**config.mk**
```make
export PLATFORM = sky130hd
export DESIGN_NAME = pkt_rr_scheduler8
export DESIGN_NICKNAME = d
export VERILOG_FILES = /design/src/rtl/pkt_rr_scheduler8_pkg.sv /design/src/rtl/pkt_rr_scheduler8_rr_pick8.sv /design/src/rtl/pkt_rr_scheduler8.sv
export SDC_FILE = /design/constraint.sdc
export NUM_CORES = 1
export LEC_CHECK = 0
export ABC_AREA = 1
export CORE_MARGIN = 1
export CORE_UTILIZATION = 60
export CTS_CLUSTER_SIZE = 40
export DETAILED_ROUTE_END_ITERATION = 6
export GPL_ROUTABILITY_DRIVEN = 0
export PLACE_DENSITY = 0.86
export REMOVE_ABC_BUFFERS = 1
export SETUP_SLACK_MARGIN = 0.4
export SYNTH_ARGS = -nofsm -noshare
export SYNTH_HDL_FRONTEND = slang
export SYNTH_SLANG_ARGS = --single-unit
export TNS_END_PERCENT = 20
```
**constraint.sdc**
```tcl
create_clock -name clock -period 3.35 [get_ports clock]
set_input_delay 0.5025 -clock clock [delete_from_list [all_inputs] [get_ports clock]]
set_output_delay 0.5025 -clock clock [all_outputs]
set_load 0.05 [all_outputs]
```
**src/rtl/pkt_rr_scheduler8_pkg.sv**
```systemverilog
// Shared constants and types for the 8-port
// round-robin packet scheduler.
package pkt_rr_scheduler8_pkg;

    localparam int NPORT = 8;
    localparam int IDXW  = 3;
    localparam int CNTW  = 16;

    typedef enum logic [1:0] {
        S_IDLE = 2'd0,
        S_BUSY = 2'd1,
        S_GAP  = 2'd2
    } sched_state_t;

endpackage

```
**src/rtl/pkt_rr_scheduler8_rr_pick8.sv**
```systemverilog
// Rotating-priority picker: first eligible port
// at or after the pointer, wrapping 7 -> 0.
module rr_pick8
    import pkt_rr_scheduler8_pkg::*;
(
    input  logic [NPORT-1:0] eligible,
    input  logic [IDXW-1:0]  pointer,
    output logic [NPORT-1:0] winner,
    output logic [IDXW-1:0]  index,
    output logic             any
);

    logic            found;
    logic [IDXW-1:0] probe;

    // scan pointer, pointer+1, ... and keep the first hit
    always_comb begin
        found  = 1'b0;
        probe  = '0;
        index  = '0;
        winner = '0;
        any    = |eligible;
        for (int i = 0; i < NPORT; i++) begin
            probe = pointer + IDXW'(i);
            if (!found && eligible[probe]) begin
                found = 1'b1;
                index = probe;
            end
        end
        if (any) winner[index] = 1'b1;
    end

endmodule

```
**src/rtl/pkt_rr_scheduler8.sv**
```systemverilog
// Packet-granular round-robin scheduler with
// per-packet grant hold and beat timeout.
module pkt_rr_scheduler8
    import pkt_rr_scheduler8_pkg::*;
#(
    parameter int TIMEOUT_CYCLES = 1024
) (
    input  logic             clock,
    input  logic             nReset,
    input  logic             qArbitEnable,
    input  logic [NPORT-1:0] qvRequest,
    input  logic [NPORT-1:0] qvMask,
    input  logic             qBeatValid,
    input  logic             qBeatEop,
    output logic [NPORT-1:0] qvGrant,
    output logic [IDXW-1:0]  qvGrantIndex,
    output logic             qGrantValid,
    output logic             qTimeoutErr
);

    localparam logic [CNTW-1:0] TMO_LAST =
        CNTW'(TIMEOUT_CYCLES - 1);

    sched_state_t    state_q, state_d;
    logic [IDXW-1:0] ptr_q, ptr_d;
    logic [CNTW-1:0] cnt_q, cnt_d;
    logic [NPORT-1:0] grant_d;
    logic [IDXW-1:0] idx_d;
    logic            gvld_d;
    logic            terr_d;

    logic [NPORT-1:0] eligible;
    logic [NPORT-1:0] pick_win;
    logic [IDXW-1:0]  pick_idx;
    logic             pick_any;

    assign eligible = qvRequest & ~qvMask;

    rr_pick8 u_pick (
        .eligible (eligible),
        .pointer  (ptr_q),
        .winner   (pick_win),
        .index    (pick_idx),
        .any      (pick_any)
    );

    // state, pointer, counter and registered outputs
    always_ff @(posedge clock or negedge nReset) begin
        if (!nReset) begin
            state_q      <= S_IDLE;
            ptr_q        <= '0;
            cnt_q        <= '0;
            qvGrant      <= '0;
            qvGrantIndex <= '0;
            qGrantValid  <= 1'b0;
            qTimeoutErr  <= 1'b0;
        end else begin
            state_q      <= state_d;
            ptr_q        <= ptr_d;
            cnt_q        <= cnt_d;
            qvGrant      <= grant_d;
            qvGrantIndex <= idx_d;
            qGrantValid  <= gvld_d;
            qTimeoutErr  <= terr_d;
        end
    end

    // next state: arbitrate, hold for packet, release
    always_comb begin
        state_d = state_q;
        ptr_d   = ptr_q;
        cnt_d   = cnt_q;
        grant_d = qvGrant;
        idx_d   = qvGrantIndex;
        gvld_d  = qGrantValid;
        terr_d  = 1'b0;
        unique case (state_q)
            S_IDLE: begin
                if (qArbitEnable && pick_any) begin
                    grant_d = pick_win;
                    idx_d   = pick_idx;
                    gvld_d  = 1'b1;
                    cnt_d   = '0;
                    state_d = S_BUSY;
                end
            end
            S_BUSY: begin
                if (qBeatValid && qBeatEop) begin
                    grant_d = '0;
                    gvld_d  = 1'b0;
                    ptr_d   = qvGrantIndex + IDXW'(1);
                    state_d = S_GAP;
                end else if (qBeatValid) begin
                    cnt_d = '0;
                end else if (cnt_q == TMO_LAST) begin
                    grant_d = '0;
                    gvld_d  = 1'b0;
                    terr_d  = 1'b1;
                    ptr_d   = qvGrantIndex + IDXW'(1);
                    state_d = S_GAP;
                end else begin
                    cnt_d = cnt_q + CNTW'(1);
                end
            end
            S_GAP: begin
                state_d = S_IDLE;
            end
            default: begin
                state_d = S_IDLE;
            end
        endcase
    end

endmodule
```
Word-level counts from Yosys, hierarchy flattened
Index checks and enable logic that the tools add are counted.
{"block": "word_totals", "ff_bits": 34, "inputBits": 21, "output_inout_bits": 13, "elab_cells": 123}
{"block": "classes", "n_addsub": 9, "n_lt_le_gt_ge": 10, "eq_ne": 8, "mux": 61, "bitwise_logic": 2, "reduce_logical": 26}
{"op": "2-to-1 mux 16 bit", "count": 4}
{"op": "2-to-1 mux 8 bit", "count": 5}
{"op": "< comparator 3 x 4 -> 1 bit (second input constant)", "count": 9}
{"op": "2-to-1 mux 3 bit", "count": 11}
{"op": "one-hot mux 16 bit (2 select lines)", "count": 1}
{"op": "binary-select mux 1 bit (select 3 bit)", "count": 8}
{"op": "2-to-1 mux 1 bit", "count": 24}
{"op": "adder 16 x 1 -> 16 bit (second input constant)", "count": 1}
{"op": "equality test 16 x 10 -> 1 bit (second input constant)", "count": 1}
{"op": "one-hot mux 8 bit (2 select lines)", "count": 1}
{"op": "adder 3 bit (second input constant)", "count": 4}
{"op": "logical AND 1 bit", "count": 10}
{"op": "!= test 3 bit (second input constant)", "count": 3}
{"op": "AND 8 bit", "count": 1}
{"op": "2-to-1 mux 2 bit", "count": 4}
{"op": "NOT 8 bit", "count": 1}
{"op": "AND reduction 4 bit", "count": 2}
{"op": "OR reduction 8 bit", "count": 1}
{"op": "logical NOT 1 bit", "count": 7}
{"op": "adder 3 x 1 -> 3 bit (second input constant)", "count": 2}
{"op": "adder 3 x 2 -> 3 bit (second input constant)", "count": 2}
{"op": "AND reduction 3 bit", "count": 2}
{"op": "!= test 2 bit (second input constant)", "count": 2}
{"op": "one-hot mux 2 bit (2 select lines)", "count": 1}
{"op": "other kinds (8)", "count": 9}

Logic depth before layout (Yosys ltp)
{"block": "logic_depth", "depth_word": 33, "mapped_depth": 19, "depth_no_buf": 18}

Hierarchy
Synthesis repeated with hierarchy kept, for this count alone.
{"block": "unflattened", "cells_unflattened": 402, "hier_area_um2": 2790.2}
{"mod": "pkt_rr_scheduler8", "instances": 1, "cells_each": 245, "area_each_um2": 1884.3, "seq_area_each_um2": 850.8}
{"mod": "rr_pick8", "instances": 1, "cells_each": 157, "area_each_um2": 905.9, "seq_area_each_um2": 0.0}

Worst setup path after synthesis
OpenSTA, ideal clock, no wires.
{"block": "synth_path", "path_kind": "flip-flop to flip-flop", "start": "register ptr_q[1]", "end": "register qvGrant[0]", "setup_time_ps": 66, "arrival_time_ps": 2120, "t_required_ps": 3284, "path_slack_ps": 1164, "stages_incl_launch_ff": 19, "n_path_buf": 1, "period_less_slack_ps": 2186, "path_cell_list": "dfrtp_1 buf_6 inv_2 ha_1 inv_1 nand3_1 nand2_1 nand2_1 nand2_2 nand2_2 nor2_4 nand2_1 nand2_1 nand2_1 nor2_2 nand2_2 a21oi_1 nand2_1 nand2_1"}
{"block": "synth_between", "elab_chain_cells": 31, "elab_cells_between_ends": 60, "classes_between": "add/sub: 7; order compare: 2; mux: 36; reduce/logical: 15"}
{"element": "start, declared", "line": "pkt_rr_scheduler8.sv:25", "rtl": "logic [IDXW-1:0] ptr_q, ptr_d;"}
{"element": "start signal, assigned", "line": "pkt_rr_scheduler8.sv:59", "rtl": "ptr_q <= ptr_d;"}
{"element": "parallel branches: the longest is 23 deep, another holds adder 3 x 1 -> 3 bit"}
{"element": "2-to-1 mux 3 bit *", "line": "pkt_rr_scheduler8_rr_pick8.sv:25", "rtl": "if (!found && eligible[probe]) begin"}
{"element": "< comparator 3 x 4 -> 1 bit (not written as such) / greater-or-equal comparator 3 x 1 -> 1 bit (equally long branches)", "line": "pkt_rr_scheduler8_rr_pick8.sv:30", "rtl": "if (any) winner[index] = 1'b1;"}
{"element": "logical AND 1 bit (not written as such)", "line": "pkt_rr_scheduler8_rr_pick8.sv:30"}
{"element": "2-to-1 mux 1 bit (not written as such)", "line": "pkt_rr_scheduler8_rr_pick8.sv:30"}
{"element": "demux 1 bit (select 3 bit) *"}
{"element": "2-to-1 mux 8 bit *", "line": "pkt_rr_scheduler8_rr_pick8.sv:30"}
{"element": "2-to-1 mux 8 bit *", "line": "pkt_rr_scheduler8.sv:79", "rtl": "if (qArbitEnable && pick_any) begin"}
{"element": "one-hot mux 8 bit (2 select lines) *", "line": "pkt_rr_scheduler8.sv:77", "rtl": "unique case (state_q)"}
{"element": "end signal, assigned", "line": "pkt_rr_scheduler8.sv:61", "rtl": "qvGrant <= grant_d;"}
{"element": "end, declared", "line": "pkt_rr_scheduler8.sv:15", "rtl": "output logic [NPORT-1:0] qvGrant,"}
Every way passes the cells marked *. The select of a mux whose other input is x is not followed.
A chain may end at the register's enable or synchronous reset.

Final worst setup path
{"block": "layout_path", "start": "register ptr_q[1]", "end": "register qvGrant[4]"}
Same word-level chain as after synthesis.

==> metrics.cfg <==
[outcome]
status = complete, no violations

[worst_setup_path]
r2r-end = qvGrant[4]$_DFFE_PN0P_
cp-endpoint = qvGrant[4]$_DFFE_PN0P_
crit_buf_inv = 2
startpoint_type = flop
cpMaxStageDelayCell = dfrtp_2
critPathMaxFanout = 10
crit_chain = inv_2 -> ha_1 -> inv_1 -> nand3_1 -> nand2_1 -> nand2_1 -> nand2_2 -> nand2_2 -> nor2_4 -> nand2_1 -> nand2_1 -> nand2_1 -> nor2_2 -> nand2_2 -> a21oi_1 -> nand2_1 -> nand2_1
required_ns = 3.58
critPathKind = reg2reg
r2r_slack_ns = 0.71
cp_data_arrival_time_ns = 2.87
cp_top_family = simple AND/OR/NAND/NOR gates
r2r_start = ptr_q[1]$_DFFE_PN0P_
crit_top_cell = nand2_1
ff2ff_path_depth = 17
crit_path_start = ptr_q[1]$_DFFE_PN0P_
cp_num_cells = 17
endpoint_kind = flop
max_stage_delay_ns = 0.51

[clocking]
cts-root-buf = clkbuf_8
h-tree-depth = 2
clkSlewWorstSetupHoldPaths_ns = 0.07
clkLatencyLatePin_ns = 0.29
cts_buffers = 5
clock_path_buffers = 2
cts_tree = built
cts_hold_buf = 0
cts.sinks = 34
post_cts_buffers = 0

[sta]
finalClockSkew_ns = 0.008630
worst_slew_pin_slew_ns = 0.5432
slew_violations = 0
fin_setup_tns_ns = 0
finalSetupViolations = 0
timing.final.crit_share = 0.7881
hold_violations = 0
slew_headroom = 0.6371
period_needed_ns = 2.640
fmax_mhz = 378.8
rsz0062_at_grt = false
hold_ws_ns = 0.4834

[synth]
synth-seq-cells = 34
ys_warn_count = 0
synth.avg_cell_area_um2 = 7.327
synthArstFlopShare = 1.000
synth_cell_type_count = 37
ys.flop_type = dfrtp_1
synth-seq-area-share = 0.3337
synth_edf_count = 0
syn_inst = 348
synth_area_um2 = 2550

[die]
fp.dieW_um = 67.19
core-area_um2 = 4029
fp.dieH_um = 67.19
die-area_um2 = 4515
initial_core_util = 0.6329
fp-row-count = 23
ios = 34

[route]
vias = 2449
first_pass_iters = 6
avgViaCountPerCell = 5.630
drt_first_iter_violations = 244
drtAntennaViolNets = 0
drc = 0
wire_per_inst_um = 13.35
totalWireLength_um = 5807

[global_route]
overflow = 0
grt_util_all_layers = 0.2814
grt_pass1_wl_um = 9501
antenna_found_initial = 0
grt_pass1_vias = 2226
grt_max_degree = 35

[hold_path]
hold_path.class = reg2reg

[run]
max_cap_viol_count = 0

[final_layout]
area_growth_pct = 17.17
layout.cells.non_filler = 435
nets = 410
drive_gt1_frac = 0.1532
antenna_cells = 0

[place]
port_buffers = 33
dpl.hpwl_um = 4393
dp_cells = 428

[power]
p_leak_nw = 1.417
power_density_nw_per_um2 = 1028
max-vdd-ir-drop_uv = 479.5

[layer usage]
metal / track usage / routed length, um / up-vias
met5: 0 / 0 / -
met4: 0.08245 / 103 / 0
met3: 0.08446 / 383 / 9
met2: 0.4838 / 2921 / 94
met1: 0.3373 / 2398 / 1128
li1: - / - / 1218
[cells in the final DEF (no fill, tap or decap), types with 5 or more instances in the layout]
cell	Yosys	routed
nand2_1	80	80
nand3_1	46	46
inv_1	43	43
dfrtp_1	34	33
clkdlybuf4s50_1	0	33
nor2_1	32	32
a21oi_1	17	17
nand3_2	15	15
nor2_2	8	8
o21ai_0	8	8
nand4_1	8	8
nand2_2	7	7
inv_2	6	6
clkbuf_8	0	5
[where the power goes]
part / internal, W / leakage [nW] / total (W) / switching, W
Combinational: 0.000726 / 0.918 / 0.00219 / 0.00147
Sequential: 0.000497 / 0.456 / 0.000592 / 0.0000951
Clock: 0.000139 / 0.0438 / 0.000288 / 0.000149
Total: 0.00136 / 1.42 / 0.00307 / 0.00171
[cell usage after synthesis, types with 2 or more instances]
| master | instances | area share |
|---|---|---|
| a21oi_1 | 17 | 0.033 |
| o21bai_1 | 4 | 0.012 |
| o21ai_0 | 8 | 0.016 |
| dfrtp_1 | 34 | 0.33 |
| nand3_2 | 15 | 0.059 |
| inv_1 | 43 | 0.063 |
| nor3_1 | 2 | 0.0039 |
| nor2_2 | 8 | 0.020 |
| nand2_1 | 80 | 0.12 |
| xor2_1 | 4 | 0.014 |
| nand3_1 | 46 | 0.090 |
| nand2_2 | 7 | 0.017 |
| buf_6 | 4 | 0.018 |
| nand4_1 | 8 | 0.020 |
| nor2_1 | 32 | 0.047 |
| nor2_4 | 3 | 0.013 |
| inv_2 | 6 | 0.0088 |
| ha_1 | 4 | 0.020 |
| a31oi_1 | 3 | 0.0074 |
| o32ai_1 | 2 | 0.0069 |
| nor4_1 | 2 | 0.0049 |
[worst min path at each step]
stage / cells past startpoint / to / from / slack (ns)
floorplan: 0 / cnt_q[0]$_DFFE_PN0P_ / nReset / 0.21
global placement: 2 / qvGrant[5]$_DFFE_PN0P_ / qvGrant[5]$_DFFE_PN0P_ / 0.47
detailed placement: 2 / qvGrant[1]$_DFFE_PN0P_ / qvGrant[1]$_DFFE_PN0P_ / 0.47
CTS: 2 / qvGrant[1]$_DFFE_PN0P_ / qvGrant[1]$_DFFE_PN0P_ / 0.49
global route: 2 / qvGrant[1]$_DFFE_PN0P_ / qvGrant[1]$_DFFE_PN0P_ / 0.51
finish: 2 / qvGrant[1]$_DFFE_PN0P_ / qvGrant[1]$_DFFE_PN0P_ / 0.48
[state kept, by name, summed over array words and instances (netlist names)]
name          flops
state_q           2
qTimeoutErr       1
cnt_q            16
ptr_q             3
qvGrant           8
qGrantValid       1
qvGrantIndex      3
[repair_timing]
item,in CTS,in global routing
gates resized for setup,0,1
setup endpoints to repair,0,8
hold endpoints to repair,0,0
[area by class of cell]
cell class / count / area (um^2)
clock inverter: 2 / 10.01
clock buffer: 5 / 68.82
multi-input combinational: 259 / 1459
timing repair buffer: 35 / 345.3
fill: 311 / 1041
inverter: 50 / 190.2
tap: 50 / 62.56
sequential: 34 / 852.1
[tightest hold or removal path, stage by stage (launching register included)]
cell and delay [ns]:
dfrtp_1 0.35, nand2_1 0.05, nand2_1 0.05
[cells by family (layout without fill, tap and decap cells)]
kind of cell | Yosys count | in the layout | share of synthesized area
buf+inv | 55 | 92 | 0.09421
xor+xnor | 7 | 7 | 0.03729
simple gates | 207 | 207 | 0.4131
flops | 34 | 34 | 0.3337
fa+ha+maj | 4 | 4 | 0.01963
compound gates | 41 | 41 | 0.1021
[per-stage QoR]
stage | worst slack, ns | power, W | cell area (um^2) | util
floorplan | 0.8815 | 0.002287 | 2500 | -
CTS | 0.5970 | 0.003051 | 2987 | 0.7413
global route | 0.4920 | 0.003332 | 2988 | 0.7416
detailed placement | 0.6024 | 0.002757 | 2908 | 0.7217
global placement | 0.6777 | 0.002713 | 2908 | 0.7217
finish | 0.7098 | 0.003072 | 2988 | 0.7416
Power figures use the tool's default switching activity.
